==> src/rtl/wbu_commit_if.sv <==
// LSU -> write-back handshake bundle: one finished instruction per valid/ready transfer.
interface wbu_commit_if #(
  parameter int unsigned XLEN   = 32,
  parameter int unsigned REG_AW = 5,
  parameter int unsigned CSR_AW = 12
) ();

  logic              valid;
  logic              ready;
  logic [XLEN-1:0]   pc;
  logic              reg_wen;
  logic [REG_AW-1:0] reg_waddr;
  logic [XLEN-1:0]   reg_wdata;
  logic              csr_wen;
  logic [CSR_AW-1:0] csr_wid;
  logic [XLEN-1:0]   csr_wdata;
  logic              is_ecall;
  logic [XLEN-1:0]   mcause;

  // LSU side: produces the instruction, observes ready
  modport master (
    output valid, pc, reg_wen, reg_waddr, reg_wdata,
           csr_wen, csr_wid, csr_wdata, is_ecall, mcause,
    input  ready
  );

  // Write-back side: consumes the instruction, drives ready
  modport slave (
    input  valid, pc, reg_wen, reg_waddr, reg_wdata,
           csr_wen, csr_wid, csr_wdata, is_ecall, mcause,
    output ready
  );

endinterface

==> src/rtl/wbu_commit.sv <==
// Write-back/commit stage: latches one instruction from the LSU, then spends exactly one
// COMMIT cycle pulsing GPR / CSR / ecall / done strobes from the latched copy.
// Optional feature macro: WBU_INSTRET_EN builds the 64-bit retired-instruction counter;
// when undefined o_instret is tied to zero.
module wbu_commit #(
  parameter int unsigned XLEN   = 32,
  parameter int unsigned REG_AW = 5,
  parameter int unsigned CSR_AW = 12
) (
  input  logic              clk,
  input  logic              rst,
  wbu_commit_if.slave       lsu,
  output logic              o_reg_wen,
  output logic [REG_AW-1:0] o_reg_waddr,
  output logic [XLEN-1:0]   o_reg_wdata,
  output logic              o_ccu_csr_wen,
  output logic [CSR_AW-1:0] o_ccu_csr_wid,
  output logic [XLEN-1:0]   o_ccu_csr_rd,
  output logic              o_ccu_is_ecall,
  output logic [XLEN-1:0]   o_ccu_macuse_in,
  output logic [XLEN-1:0]   o_ccu_mepc_in,
  output logic              o_ifu_done,
  output logic [XLEN-1:0]   o_commit_pc,
  output logic [63:0]       o_instret
);

  localparam int unsigned CNT_W = 64;

  typedef enum logic {
    IDLE   = 1'b0,
    COMMIT = 1'b1
  } state_t;

  state_t state;
  logic   ready_q;

  assign lsu.ready = ready_q;

  // Commit FSM; strobes are loaded at the handshake so they appear during COMMIT,
  // data outputs keep their last latched value once the strobes drop
  always_ff @(posedge clk) begin
    if (rst) begin
      state           <= IDLE;
      ready_q         <= 1'b1;
      o_reg_wen       <= 1'b0;
      o_reg_waddr     <= '0;
      o_reg_wdata     <= '0;
      o_ccu_csr_wen   <= 1'b0;
      o_ccu_csr_wid   <= '0;
      o_ccu_csr_rd    <= '0;
      o_ccu_is_ecall  <= 1'b0;
      o_ccu_macuse_in <= '0;
      o_ccu_mepc_in   <= '0;
      o_ifu_done      <= 1'b0;
      o_commit_pc     <= '0;
    end else begin
      case (state)
        IDLE: begin
          if (lsu.valid && ready_q) begin
            state           <= COMMIT;
            ready_q         <= 1'b0;
            // x0 is hard-wired zero, so its writes never reach the GPR file
            o_reg_wen       <= lsu.reg_wen && (lsu.reg_waddr != '0);
            o_reg_waddr     <= lsu.reg_waddr;
            o_reg_wdata     <= lsu.reg_wdata;
            // ecall wins over any CSR write carried by the same instruction
            o_ccu_csr_wen   <= lsu.csr_wen && !lsu.is_ecall;
            o_ccu_csr_wid   <= lsu.csr_wid;
            o_ccu_csr_rd    <= lsu.csr_wdata;
            o_ccu_is_ecall  <= lsu.is_ecall;
            o_ccu_macuse_in <= lsu.mcause;
            o_ccu_mepc_in   <= lsu.pc;
            o_ifu_done      <= 1'b1;
            o_commit_pc     <= lsu.pc;
          end
        end
        COMMIT: begin
          state          <= IDLE;
          ready_q        <= 1'b1;
          o_reg_wen      <= 1'b0;
          o_ccu_csr_wen  <= 1'b0;
          o_ccu_is_ecall <= 1'b0;
          o_ifu_done     <= 1'b0;
        end
        default: begin
          state          <= IDLE;
          ready_q        <= 1'b1;
          o_reg_wen      <= 1'b0;
          o_ccu_csr_wen  <= 1'b0;
          o_ccu_is_ecall <= 1'b0;
          o_ifu_done     <= 1'b0;
        end
      endcase
    end
  end

`ifdef WBU_INSTRET_EN
  logic [CNT_W-1:0] instret_q;

  // Count every COMMIT cycle that completes without reset; wraps naturally at 2^64
  always_ff @(posedge clk) begin
    if (rst) begin
      instret_q <= '0;
    end else if (state == COMMIT) begin
      instret_q <= instret_q + CNT_W'(1);
    end
  end

  assign o_instret = instret_q;
`else
  assign o_instret = CNT_W'(0);
`endif

endmodule

==> src/flat_wrapper.sv <==
// flat-port wrapper written by rule: the top's interface ports become plain ports
module wbu_commit_flat 
#(
  parameter int unsigned XLEN   = 32,
  parameter int unsigned REG_AW = 5,
  parameter int unsigned CSR_AW = 12
)
  (clk, rst, o_reg_wen, o_reg_waddr, o_reg_wdata, o_ccu_csr_wen, o_ccu_csr_wid, o_ccu_csr_rd, o_ccu_is_ecall, o_ccu_macuse_in, o_ccu_mepc_in, o_ifu_done, o_commit_pc, o_instret, lsu_valid, lsu_pc, lsu_reg_wen, lsu_reg_waddr, lsu_reg_wdata, lsu_csr_wen, lsu_csr_wid, lsu_csr_wdata, lsu_is_ecall, lsu_mcause, lsu_ready);
  wbu_commit_if #(.XLEN(XLEN), .REG_AW(REG_AW), .CSR_AW(CSR_AW)) lsu_i ();
  input  logic clk;
  input  logic rst;
  output logic o_reg_wen;
  output logic [REG_AW-1:0] o_reg_waddr;
  output logic [XLEN-1:0] o_reg_wdata;
  output logic o_ccu_csr_wen;
  output logic [CSR_AW-1:0] o_ccu_csr_wid;
  output logic [XLEN-1:0] o_ccu_csr_rd;
  output logic o_ccu_is_ecall;
  output logic [XLEN-1:0] o_ccu_macuse_in;
  output logic [XLEN-1:0] o_ccu_mepc_in;
  output logic o_ifu_done;
  output logic [XLEN-1:0] o_commit_pc;
  output logic [63:0] o_instret;
  input wire logic [$bits(lsu_i.valid)-1:0] lsu_valid;
  input wire logic [$bits(lsu_i.pc)-1:0] lsu_pc;
  input wire logic [$bits(lsu_i.reg_wen)-1:0] lsu_reg_wen;
  input wire logic [$bits(lsu_i.reg_waddr)-1:0] lsu_reg_waddr;
  input wire logic [$bits(lsu_i.reg_wdata)-1:0] lsu_reg_wdata;
  input wire logic [$bits(lsu_i.csr_wen)-1:0] lsu_csr_wen;
  input wire logic [$bits(lsu_i.csr_wid)-1:0] lsu_csr_wid;
  input wire logic [$bits(lsu_i.csr_wdata)-1:0] lsu_csr_wdata;
  input wire logic [$bits(lsu_i.is_ecall)-1:0] lsu_is_ecall;
  input wire logic [$bits(lsu_i.mcause)-1:0] lsu_mcause;
  output wire logic [$bits(lsu_i.ready)-1:0] lsu_ready;
  assign lsu_i.valid = lsu_valid;
  assign lsu_i.pc = lsu_pc;
  assign lsu_i.reg_wen = lsu_reg_wen;
  assign lsu_i.reg_waddr = lsu_reg_waddr;
  assign lsu_i.reg_wdata = lsu_reg_wdata;
  assign lsu_i.csr_wen = lsu_csr_wen;
  assign lsu_i.csr_wid = lsu_csr_wid;
  assign lsu_i.csr_wdata = lsu_csr_wdata;
  assign lsu_i.is_ecall = lsu_is_ecall;
  assign lsu_i.mcause = lsu_mcause;
  assign lsu_ready = lsu_i.ready;
  wbu_commit #(.XLEN(XLEN), .REG_AW(REG_AW), .CSR_AW(CSR_AW)) u_core (.clk(clk), .rst(rst), .lsu(lsu_i), .o_reg_wen(o_reg_wen), .o_reg_waddr(o_reg_waddr), .o_reg_wdata(o_reg_wdata), .o_ccu_csr_wen(o_ccu_csr_wen), .o_ccu_csr_wid(o_ccu_csr_wid), .o_ccu_csr_rd(o_ccu_csr_rd), .o_ccu_is_ecall(o_ccu_is_ecall), .o_ccu_macuse_in(o_ccu_macuse_in), .o_ccu_mepc_in(o_ccu_mepc_in), .o_ifu_done(o_ifu_done), .o_commit_pc(o_commit_pc), .o_instret(o_instret));
endmodule
==> config.mk <==
export PLATFORM = sky130hd
export DESIGN_NAME = wbu_commit_flat
export DESIGN_NICKNAME = d
export VERILOG_FILES = /design/src/rtl/wbu_commit_if.sv /design/src/rtl/wbu_commit.sv /design/src/flat_wrapper.sv
export SDC_FILE = /design/constraint.sdc
export NUM_CORES = 1
export LEC_CHECK = 0
export ABC_AREA = 1
export CAP_MARGIN = 20
export CORE_AREA = 5 5 150 152
export CTS_BUF_LIST = sky130_fd_sc_hd__clkbuf_8
export DETAILED_ROUTE_END_ITERATION = 8
export DIE_AREA = 0 0 155 157
export PLACE_DENSITY = 0.71
export SLEW_MARGIN = 5
export SYNTH_ARGS = -nofsm -noshare
export SYNTH_HDL_FRONTEND = slang
export SYNTH_SLANG_ARGS = --single-unit
==> constraint.sdc <==
create_clock -name clk -period 2.4 [get_ports clk]
set_input_delay 0.72 -clock clk [delete_from_list [all_inputs] [get_ports clk]]
set_output_delay 0.72 -clock clk [all_outputs]
set_load 0.005 [all_outputs]
==> out/summary.md <==
The run finished with clean final reports. The worst setup path is launched from a flip-flop. The relative contribution of sequential cells to total power was 0.418. The run gives 0 as the number of buffers inserted to repair setup after CTS. The routed length per placed instance is 12.45 um, and the initial antenna violation count is 0. The final cell count without fillers was 1622; the total core area was 20890 um^2.

The area fraction of the dominant cell type after synthesis was 0.4430; the maximum fanout count along the critical path was 3. By instance count, the leading cell after synthesis is sky130_fd_sc_hd__nor2_1. For the netlist area before placement, the log shows 6824 um^2. After routing the design area is 10500 um^2. The logic depth of the worst path, buffers included was 1; the clock latency reported for the late side of the worst-skew pair was 440 ps.

Initial standard-cell utilization of the core: 0.3267. The net count of the finished layout is 1487. The area taken by multi-input logic gates was 2516 um^2; the number of buffers and inverters on the critical path was 1. The number of enable flip-flop cells after synthesis is 0, and the antenna cell count is 0. The dominant delay contributor by cell family on the critical path is buffers and inverters.

In the post-synthesis netlist, the biggest area contributors are sky130_fd_sc_hd__dfxtp_1 44%, sky130_fd_sc_hd__nor2_1 16%, sky130_fd_sc_hd__nand2_1 16%. The async set-or-reset flop fraction in the synthesized netlist came out at 0. The number of buffers added by the clock tree synthesis step came out at 17. STA puts the critical path data arrival time at 1430 ps.

The combinational share of power was 0.224; the worst-case reg-to-reg path depth was 6. In this run the vertical extent of the chip is 157 um. The net switching share of the total power came out at 0.2578. The total power per unit cell area is 653.7 nW/um^2, and the leakage power is 5.132 nW.

The count of buffers added on input and output ports is 332. The clock skew after layout is 13.23 ps. Across the VDD grid, the largest voltage drop is 0.3159 mV. Sum of negative setup slack: 0 ps. The worst setup path is captured at an output port. After floorplanning, the core was divided into 53 placement rows.

The count of placed standard cells including taps came out at 1592. The capturing element of the worst setup path was o_commit_pc[1]. The dominant cell type by area after synthesis is sky130_fd_sc_hd__dfxtp_1. The run gives 6378 as the routed via count.

The tree is rooted in a sky130_fd_sc_hd__clkbuf_8. The final critical path time including I/O delays and setup works out to 2151 ps. Detailed-route DRC error count: 0. Per-instance average area after synthesis: 6.511 um^2. Entering global routing, the biggest net connects 68 pins. Clock-pin slew was measured on the worst setup and hold paths at 90 ps.

Dividing the detail-routed via count by the number of cells gives 3.932. Counting distinct cell types in the post-synthesis netlist gives 12. The first-pass GRT wire length was 30640 um. TritonCTS built the clock tree. The logs give 0 for the max-slew violation total from the final report and 0.5026 for the fraction of the core area covered by cells at the end of the flow.

Once placement finished, the instance area stood at 10000 um^2. The worst endpoint required time came out at 1680 ps. The worst register-to-register path begins at u_core.lsu.ready.

Cell depth of the worst hold path: 2. In this run the register-to-register setup slack is 1080 ps. Setup repair after global routing left no endpoint under its margin. After global routing the overflow that remains totals 0. Setup violations remaining at the end of the flow were counted as 0. The number of DRC markers in iteration 0 was 225. The worst register-to-register path ends at u_core.o_ccu_csr_rd[1]. In this run the remaining antenna-violating nets after routing total 0. The run gives 0.4650 GHz as the timing-limited maximum frequency. Area taken by flip-flops and latches: 3023 um^2. The area growth from synthesis to layout is 53.85%.

The most instantiated flip-flop cell in the synthesis netlist is sky130_fd_sc_hd__dfxtp_1. The Yosys step of the flow raised 0 warnings. For the total routing resource utilization after global routing, the log shows 0.1575. In this run the count of I/O pins placed on the die edge is 397.

The first detailed-routing pass ran for 4 iterations. Master of the slowest instance on the critical path: sky130_fd_sc_hd__clkdlybuf4s50_1. The total count of hold-check failures in the final report is 0. The overall die width is 155 um. The critical path goes through clkdlybuf4s50_1. Buffers inserted to repair hold after CTS numbered 0. Proportion of power drawn by the clock network: 0.358. The worst hold margin is 488.1 ps.

The congestion estimate from routability-driven global placement came to 0.7849. Internal power comes to 0.005094 W. For the post-synthesis sequential area ratio, the log shows 0.4430. The gate count of the mapped netlist came out at 1048. The tools report the number of max-capacitance violations reported as 0. The clock passes through at most 2 buffers. For this design, the sink count on the clock tree is 151. For this design the total switching power over the nets is 0.001769 W.

In this run, synthesis produced a sequential element count of 151. Counting the fill cells in the layout gives 2068. The path class of the tightest hold or removal check is flip-flop to flip-flop. The H-tree generated during clock tree synthesis spans 4 levels.

By count the netlist is led by 297 x sky130_fd_sc_hd__nor2_1, 295 x sky130_fd_sc_hd__nand2_1, 152 x sky130_fd_sc_hd__inv_1. The half-perimeter wire length after placement is 15270 um, and the fraction of layout cells with a size suffix above 1 is 0.03638. The delay of the slowest cell on the worst path is 550 ps, and the number of resized instances in the post-cts repair step is 0.

The tools report the area enclosed by the die boundary as 24340 um^2. Final worst-path cycle share: 0.8961. In this run the worst setup path begins at u_core.o_ccu_mepc_in[1]. The run gives 5975 as the via count of the first global-routing pass.

The classification of the worst setup path was flip-flop to output port. Summed over all layers, the routed wires come to 20190 um.
[layout by cell type, fill, tap and decap left out]
cell / synthesis / routed
sky130_fd_sc_hd__clkinv_4: 0 / 2
sky130_fd_sc_hd__nor2_1: 297 / 297
sky130_fd_sc_hd__inv_4: 0 / 1
sky130_fd_sc_hd__buf_4: 96 / 11
sky130_fd_sc_hd__nand4_1: 1 / 1
sky130_fd_sc_hd__nand2_1: 295 / 295
sky130_fd_sc_hd__bufinv_16: 0 / 7
sky130_fd_sc_hd__conb_1: 1 / 64
sky130_fd_sc_hd__buf_12: 0 / 7
sky130_fd_sc_hd__clkbuf_8: 0 / 18
sky130_fd_sc_hd__nand3_4: 0 / 1
sky130_fd_sc_hd__inv_1: 152 / 152
sky130_fd_sc_hd__dfxtp_1: 151 / 151
sky130_fd_sc_hd__o21ai_0: 3 / 3
sky130_fd_sc_hd__clkdlybuf4s50_1: 0 / 332
sky130_fd_sc_hd__nand3_1: 3 / 3
sky130_fd_sc_hd__inv_6: 0 / 2
[through the flow]
step	power [W]	setup WS (ps)
after floorplan	0.003646	1028
after global placement	0.004446	248.2
after detailed placement	0.004473	229.9
after CTS	0.006969	190.5
after global routing	0.007254	161.4
final	0.006863	249.4
[how the worst min path moves through the flow]
stage	startpoint	end	slack [ps]
after floorplan	u_core.o_ccu_csr_wen	u_core.o_ccu_csr_wen	460
after global placement	u_core.o_ifu_done	u_core.o_ifu_done	450
after detailed placement	u_core.o_ifu_done	u_core.o_ifu_done	460
after CTS	u_core.o_ifu_done	u_core.o_ifu_done	500
after global routing	u_core.o_ccu_csr_wen	u_core.o_ccu_csr_wen	520
final	u_core.o_ifu_done	u_core.o_ifu_done	490
[worst register-to-register path, stage by stage, from the launching register on]
cell                      delay [ps]
sky130_fd_sc_hd__dfxtp_1         370
sky130_fd_sc_hd__nand3_4         130
sky130_fd_sc_hd__buf_12          220
sky130_fd_sc_hd__buf_12          280
sky130_fd_sc_hd__nand2_1         110
sky130_fd_sc_hd__nand2_1          70
sky130_fd_sc_hd__nor2_1           40
[sequential cells by signal, indices dropped and copies added, names as in the netlist]
signal and flops:
u_core.o_ccu_csr_rd 32, u_core.o_ccu_macuse_in 32, u_core.o_ccu_mepc_in 32, u_core.o_reg_wdata 32, u_core.o_ccu_csr_wid 12, u_core.o_reg_waddr 5
u_core.lsu.ready 1, u_core.o_ccu_csr_wen 1, u_core.o_ccu_is_ecall 1, u_core.o_ifu_done 1, u_core.o_reg_wen 1, u_core.state 1
[cells by family after synthesis]
group           after synthesis  synth area share
compound gates                3          0.002200
flops                       151            0.4430
simple gates                597            0.3302
buf+inv                     296            0.2241
other cells                   1         0.0005495
[layer usage]
metal | up-vias | wire [um] | global-route usage
li1 | 3387 | - | -
met1 | 2737 | 8210 | 0.1792
met2 | 241 | 9708 | 0.2707
met3 | 13 | 2040 | 0.07066
met4 | 0 | 229 | 0.04037
met5 | - | 0 | 0
[power by group through the flow]
stage	Clock [W]	Combinational [W]	Sequential, W
floorplan	0	0.000719	0.00293
global placement	0	0.00153	0.00292
detailed placement	0	0.00155	0.00293
CTS	0.00254	0.00156	0.00287
global route	0.00264	0.00171	0.00290
finish	0.00245	0.00154	0.00287
[cell type report]
class / instances / share of cell area
timing repair buffer: 350 / 0.3377
sequential: 151 / 0.2879
multi-input combinational: 664 / 0.2397
inverter: 152 / 0.05458
tap: 275 / 0.03277
clock inverter: 12 / 0.02372
clock buffer: 18 / 0.02360
Note: power is estimated with default switching activity, not from simulation.
